**src/rtl/glow_ramp_sequencer_if.sv**
```systemverilog
// Control and status bundle between the glow ramp sequencer and its controller.
// The slave side is the sequencer; the master side sets enable/mode and watches the level.
interface glow_ramp_sequencer_if;
    logic       enable;
    logic       mode;
    logic [3:0] level;
    logic       busy;
    logic       cycle_done;

    modport master (
        output enable,
        output mode,
        input  level,
        input  busy,
        input  cycle_done
    );

    modport slave (
        input  enable,
        input  mode,
        output level,
        output busy,
        output cycle_done
    );
endinterface

```
**src/rtl/glow_ramp_sequencer.sv**
```systemverilog
// Breathing-brightness sequencer: a prescaled tick walks a 4-bit level up to 15, holds,
// returns to 0 (triangle or sawtooth), holds again, and repeats while enabled.
module glow_ramp_sequencer #(
    parameter int STEP_DIV    = 1500000,
    parameter int HOLD_TOP    = 8,
    parameter int HOLD_BOTTOM = 8
) (
    input  logic                  clk,
    input  logic                  resetn,
    glow_ramp_sequencer_if.slave  bus
);

    localparam int PW       = (STEP_DIV > 1) ? $clog2(STEP_DIV) : 1;
    localparam int HOLD_MAX = (HOLD_TOP > HOLD_BOTTOM) ? HOLD_TOP : HOLD_BOTTOM;
    localparam int HW       = (HOLD_MAX > 1) ? $clog2(HOLD_MAX + 1) : 1;

    localparam logic [PW-1:0] PRE_LAST = PW'(STEP_DIV - 1);
    localparam logic [HW-1:0] TOP_LAST = (HOLD_TOP > 0)    ? HW'(HOLD_TOP - 1)    : '0;
    localparam logic [HW-1:0] BOT_LAST = (HOLD_BOTTOM > 0) ? HW'(HOLD_BOTTOM - 1) : '0;

    typedef enum logic [2:0] {
        IDLE,
        RISE,
        HOLD_HI,
        FALL,
        HOLD_LO
    } state_t;

    state_t        state_q, state_d;
    logic [3:0]    level_q, level_d;
    logic [PW-1:0] pre_q, pre_d;
    logic [HW-1:0] hold_q, hold_d;
    logic          done_q, done_d;
    logic          tick;
    logic          top_exit;
    logic          bottom_hit;

    assign tick = (state_q != IDLE) && (pre_q == PRE_LAST);

    always_ff @(posedge clk or negedge resetn) begin
        if (!resetn) begin
            state_q <= IDLE;
            level_q <= '0;
            pre_q   <= '0;
            hold_q  <= '0;
            done_q  <= 1'b0;
        end else begin
            state_q <= state_d;
            level_q <= level_d;
            pre_q   <= pre_d;
            hold_q  <= hold_d;
            done_q  <= done_d;
        end
    end

    always_comb begin
        state_d    = state_q;
        level_d    = level_q;
        pre_d      = pre_q;
        hold_d     = hold_q;
        done_d     = 1'b0;
        top_exit   = 1'b0;
        bottom_hit = 1'b0;

        if (state_q != IDLE)
            pre_d = tick ? '0 : pre_q + 1'b1;

        case (state_q)
            IDLE: begin
                level_d = '0;
                pre_d   = '0;
                hold_d  = '0;
                if (bus.enable)
                    state_d = RISE;
            end
            RISE: begin
                if (tick) begin
                    level_d = (level_q == 4'd15) ? level_q : level_q + 4'd1;
                    if (level_q == 4'd14) begin
                        if (HOLD_TOP > 0)
                            state_d = HOLD_HI;
                        else
                            top_exit = 1'b1;
                    end
                end
            end
            HOLD_HI: begin
                level_d = 4'd15;
                if (tick && hold_q == TOP_LAST)
                    top_exit = 1'b1;
            end
            FALL: begin
                if (tick) begin
                    level_d = (level_q == 4'd0) ? level_q : level_q - 4'd1;
                    if (level_q == 4'd1)
                        bottom_hit = 1'b1;
                end
            end
            HOLD_LO: begin
                level_d = '0;
                if (tick && hold_q == BOT_LAST) begin
                    state_d = RISE;
                    done_d  = 1'b1;
                end
            end
            default: begin
                state_d = IDLE;
                level_d = '0;
            end
        endcase

        // Mode is only looked at on the edge that leaves the top of the ramp.
        if (top_exit) begin
            if (!bus.mode) begin
                state_d = FALL;
                level_d = 4'd15;
            end else begin
                bottom_hit = 1'b1;
            end
        end

        if (bottom_hit) begin
            level_d = '0;
            if (HOLD_BOTTOM > 0) begin
                state_d = HOLD_LO;
            end else begin
                state_d = RISE;
                done_d  = 1'b1;
            end
        end

        if (state_d != state_q)
            hold_d = '0;
        else if (tick && (state_q == HOLD_HI || state_q == HOLD_LO))
            hold_d = hold_q + 1'b1;

        // Disable wins over any tick or completion in the same cycle.
        if (state_q != IDLE && !bus.enable) begin
            state_d = IDLE;
            level_d = '0;
            pre_d   = '0;
            hold_d  = '0;
            done_d  = 1'b0;
        end
    end

    assign bus.level      = level_q;
    assign bus.busy       = (state_q != IDLE);
    assign bus.cycle_done = done_q;

endmodule

```
**src/flat_wrapper.sv**
```systemverilog
// flat-port wrapper written by rule: the top's interface ports become plain ports
module glow_ramp_sequencer_flat 
#(
    parameter int STEP_DIV    = 1500000,
    parameter int HOLD_TOP    = 8,
    parameter int HOLD_BOTTOM = 8
)
  (clk, resetn, bus_enable, bus_mode, bus_level, bus_busy, bus_cycle_done);
  glow_ramp_sequencer_if bus_i ();
  input  logic clk;
  input  logic resetn;
  input wire logic [$bits(bus_i.enable)-1:0] bus_enable;
  input wire logic [$bits(bus_i.mode)-1:0] bus_mode;
  output wire logic [$bits(bus_i.level)-1:0] bus_level;
  output wire logic [$bits(bus_i.busy)-1:0] bus_busy;
  output wire logic [$bits(bus_i.cycle_done)-1:0] bus_cycle_done;
  assign bus_i.enable = bus_enable;
  assign bus_i.mode = bus_mode;
  assign bus_level = bus_i.level;
  assign bus_busy = bus_i.busy;
  assign bus_cycle_done = bus_i.cycle_done;
  glow_ramp_sequencer #(.STEP_DIV(STEP_DIV), .HOLD_TOP(HOLD_TOP), .HOLD_BOTTOM(HOLD_BOTTOM)) u_core (.clk(clk), .resetn(resetn), .bus(bus_i));
endmodule
```
**config.mk**
```make
export PLATFORM = sky130hd
export DESIGN_NAME = glow_ramp_sequencer_flat
export DESIGN_NICKNAME = d
export VERILOG_FILES = /design/src/rtl/glow_ramp_sequencer_if.sv /design/src/rtl/glow_ramp_sequencer.sv /design/src/flat_wrapper.sv
export SDC_FILE = /design/constraint.sdc
export NUM_CORES = 1
export LEC_CHECK = 0
export ABC_AREA = 0
export ABC_CLOCK_PERIOD_IN_PS = 5300
export CAP_MARGIN = 20
export CORE_MARGIN = 2
export CORE_UTILIZATION = 55
export DETAILED_ROUTE_END_ITERATION = 8
export GPL_ROUTABILITY_DRIVEN = 0
export PLACE_DENSITY = 0.78
export REMOVE_ABC_BUFFERS = 1
export SLEW_MARGIN = 20
export SYNTH_ARGS = -nofsm -noshare
export SYNTH_HDL_FRONTEND = slang
export SYNTH_SLANG_ARGS = --single-unit
export TNS_END_PERCENT = 20
```
**constraint.sdc**
```tcl
create_clock -name clk -period 5.3 [get_ports clk]
set_input_delay 1.06 -clock clk [delete_from_list [all_inputs] [get_ports clk]]
set_output_delay 1.06 -clock clk [all_outputs]
set_load 0.03 [all_outputs]
```
==> results summary <==
The worst hold path class is register to register. The total overflow reported by the global router came out at 0. The post-synthesis register bit count is 33. The leading cell type in the layout, fill and taps excluded is sky130_fd_sc_hd__dfrtp_1.

The capture instance of the worst register-to-register path is u_core.state_q[0]. The worst slew margin relative to its limit came out at approximately 44%. Among all flip-flop cells after synthesis, the most frequent one is sky130_fd_sc_hd__dfrtp_1.

The pre-antenna-repair detailed-routing pass consisted of 4 iterations. The number of CTS-inserted buffers came out at 5. The first global-routing pass estimated just over 7000 µm of wire. The critical path data arrival time is about 2 ns. The highest ir drop seen on vdd is around 0.17 mV. The final setup violation count came out at 0. In this run, the number of DRC markers left after iteration 0 of detailed routing was around 160. Across the run, the number of max-cap violations was 0. The post-DP HPWL came out at between 2000 and 3000 µm. The die is approximately 66 µm tall.

The layout has 323 filler cells. The core box area is 3661 µm². Measured in cells, the most critical reg-to-reg path has a length of 6. No sink is reached through more buffers than the 2 on the longest clock path. The maximum number of pins on one net before global-route repair came out at 34.

The number of warning messages in the yosys log is 0. Cells with a size suffix above 1 make up around 8.9% of the layout. The die outline area came out at 4332 µm². The slack of the critical path is approximately 2.3 ns.

The count of different cell masters after synthesis is between 50 and 60. The number of instances resized during post-cts repair came out at 0. The leakage power figure came out at slightly below 0.9 nW.

The count of endpoints failing hold in the final timing report was 0. The global-route total usage across every layer came out at 21.58%. The row count came out at 22. By startpoint and endpoint, the worst setup path is classified as register to output pin. The startpoint identified for the worst register-to-register timing path is u_core.pre_q[0]. The clock latency on the worst-skew pair is 0.28 ns. The number of vias per cell came out at 5.975.

The maximum fanout encountered on the critical timing path is 19. The via count of the first global-routing pass came out at about 1.6k. The synthesized instance count is 230. The share of synthesized flip-flops with an asynchronous set or reset came out at between 90% and 100%. The count of vias placed by the detailed router is approximately 1.7k. After clock tree synthesis, the clock-pin slew on the worst setup and hold paths is 0.06 ns. The number of antenna diodes in the final layout is 0. For this run, the top clock speed supported by timing is about 330 MHz. CTS placed an instance of sky130_fd_sc_hd__clkbuf_8 at the clock tree root. The area growth from synthesis to layout is 9.048%. For the finished layout, the period the worst path requires is 3.040 ns.

The required time of the critical path is between 4 and 5 ns. The synthesized design contains 0 enable-type register cells. The endpoint type of the worst setup path is an output pin. The net count reported at finish came out at around 250. The number of cells on the worst hold path came out at 1. The worst hold path begins at u_core.pre_q[0]. The path with the worst hold slack has its endpoint at u_core.pre_q[0]. The worst setup slack before clock tree synthesis is approximately 2.6 ns. The die is 65.82 µm wide. The post-synthesis average cell area is between 9 and 10 µm².

The flow ran to the end, and the final reports show no timing, DRC or antenna violations. The total wire length after detailed routing is 4075 µm. Clock skew on the completed layout was measured at 0.004026 ns. The number of post-CTS setup repair buffers is 0. The minimum setup slack among reg-to-reg paths came out at 2.73 ns. The final-report max-slew violation count is 0.

The actual transition at the worst max-transition pin came out at roughly 0.84 ns. In the final timing run, aggregate negative setup slack is 0 ns. The number of hold buffers added after CTS was 0. Setup repair after global routing left no endpoint under its margin. The count of input and output buffers came out at 9.

The power per unit of standard cell area came out at 232.8 nW/µm². The number of top-level design ports came out at 10. The number of H-tree levels came out at 2. The count of clock tree sinks is 33. Of the available clock period, the critical path in the final layout requires 57.36%. The initial antenna violation count was 0. In the layout the commonest cells are sky130_fd_sc_hd__dfrtp_1, sky130_fd_sc_hd__nor2_1, sky130_fd_sc_hd__nor3_1, sky130_fd_sc_hd__xnor2_1, sky130_fd_sc_hd__nand3_1. The count of antenna-violating nets left after detailed routing came out at 0. The clock tree from TritonCTS is yes. The starting density of the core is 57.42%. The portion of the post-synthesis area used by sequential elements came out at about 40%.

The post-synthesis instance area is between 2000 and 2500 µm². The average wire per standard cell is between 10 and 15 µm. The residual DRC count is 0.

STA classifies the critical path startpoint as a register.
[cell families after synthesis]
group / Yosys count / synth area share (%)
compound gates: 36 / 12.68
xor+xnor: 22 / 9.167
fa+ha+maj: 7 / 4.166
buf+inv: 21 / 4.166
flops: 33 / 39.29
mux: 2 / 0.9524
simple gates: 109 / 29.58
[Yosys cell counts (5+ instances only)]
master | instances | area [µm²]
sky130_fd_sc_hd__xor2_1 | 9 | 78.83
sky130_fd_sc_hd__a21oi_1 | 6 | 30.03
sky130_fd_sc_hd__nand2b_1 | 5 | 31.28
sky130_fd_sc_hd__nand4_1 | 6 | 37.54
sky130_fd_sc_hd__nand3_1 | 12 | 60.06
sky130_fd_sc_hd__ha_1 | 7 | 87.58
sky130_fd_sc_hd__nor3_1 | 13 | 65.06
sky130_fd_sc_hd__xnor2_1 | 13 | 113.9
sky130_fd_sc_hd__clkbuf_1 | 9 | 33.78
sky130_fd_sc_hd__dfrtp_1 | 33 | 825.8
sky130_fd_sc_hd__nor2_1 | 28 | 105.1
sky130_fd_sc_hd__nand2_1 | 11 | 41.29
sky130_fd_sc_hd__inv_1 | 9 | 33.78
[through the flow]
step           instance area [µm²]  utilization, %  hold slack [ns]  cells  power, mW
3_3_place_gp                  2206           60.25           0.4692    276     0.3514
4_1_cts                       2292           62.61           0.4838    283     0.5380
3_5_place_dp                  2206           60.25           0.4756    276     0.3532
6_report                      2292           62.61           0.4780    283     0.5336
5_1_grt                       2292           62.61           0.5312    283     0.5604
2_1_floorplan                 2048               -           0.4476    218     0.3235
[where the power goes]
group	internal, mW	total (mW)	leakage, nW	switching (mW)
clock network	0.103	0.185	0.0443	0.0818
logic	0.0316	0.0778	0.389	0.0462
registers	0.257	0.271	0.455	0.0140
total	0.392	0.534	0.888	0.142
[per-layer routing]
layer | share of wire (%) | up-vias | GRT usage [%]
li1 | - | 841 | -
met1 | 49 | 820 | 29.75
met2 | 47 | 24 | 35.10
met3 | 3.6 | 6 | 4.429
met4 | 0.83 | 0 | 4.948
met5 | 0 | - | 0
[critical path: stages, from the launching register on]
cell and delay, ns:
sky130_fd_sc_hd__dfrtp_1 0.57, sky130_fd_sc_hd__or3_1 0.51, sky130_fd_sc_hd__clkdlybuf4s50_1 0.62
[worst max-delay path by stage]
stage | from | endpoint | slack (ns) | cells after the start
global route | u_core.state_q[0] | bus_busy | 2.18 | 2
global placement | u_core.state_q[0] | bus_busy | 2.60 | 2
detailed placement | u_core.state_q[0] | bus_busy | 2.57 | 2
CTS | u_core.state_q[0] | bus_busy | 2.27 | 2
floorplan | u_core.state_q[0] | bus_busy | 3.15 | 1
finish | u_core.state_q[0] | bus_busy | 2.26 | 2
[registers in the layout (all words and copies together) (netlist names)]
register and cells:
u_core.state_q 3, u_core.pre_q 21, u_core.bus.cycle_done 1, u_core.hold_q 4
u_core.bus.level 4
[cell type report]
type | count | area (µm²) | share of cell area, %
Multi-Input combinational cell | 176 | 1189 | 51.86
Sequential cell | 33 | 825.8 | 36.03
Timing Repair Buffer | 10 | 97.59 | 4.258
Clock buffer | 7 | 86.33 | 3.766
Tap cell | 48 | 60.06 | 2.620
Inverter | 9 | 33.78 | 1.474
Power figures use the tool's default switching activity.
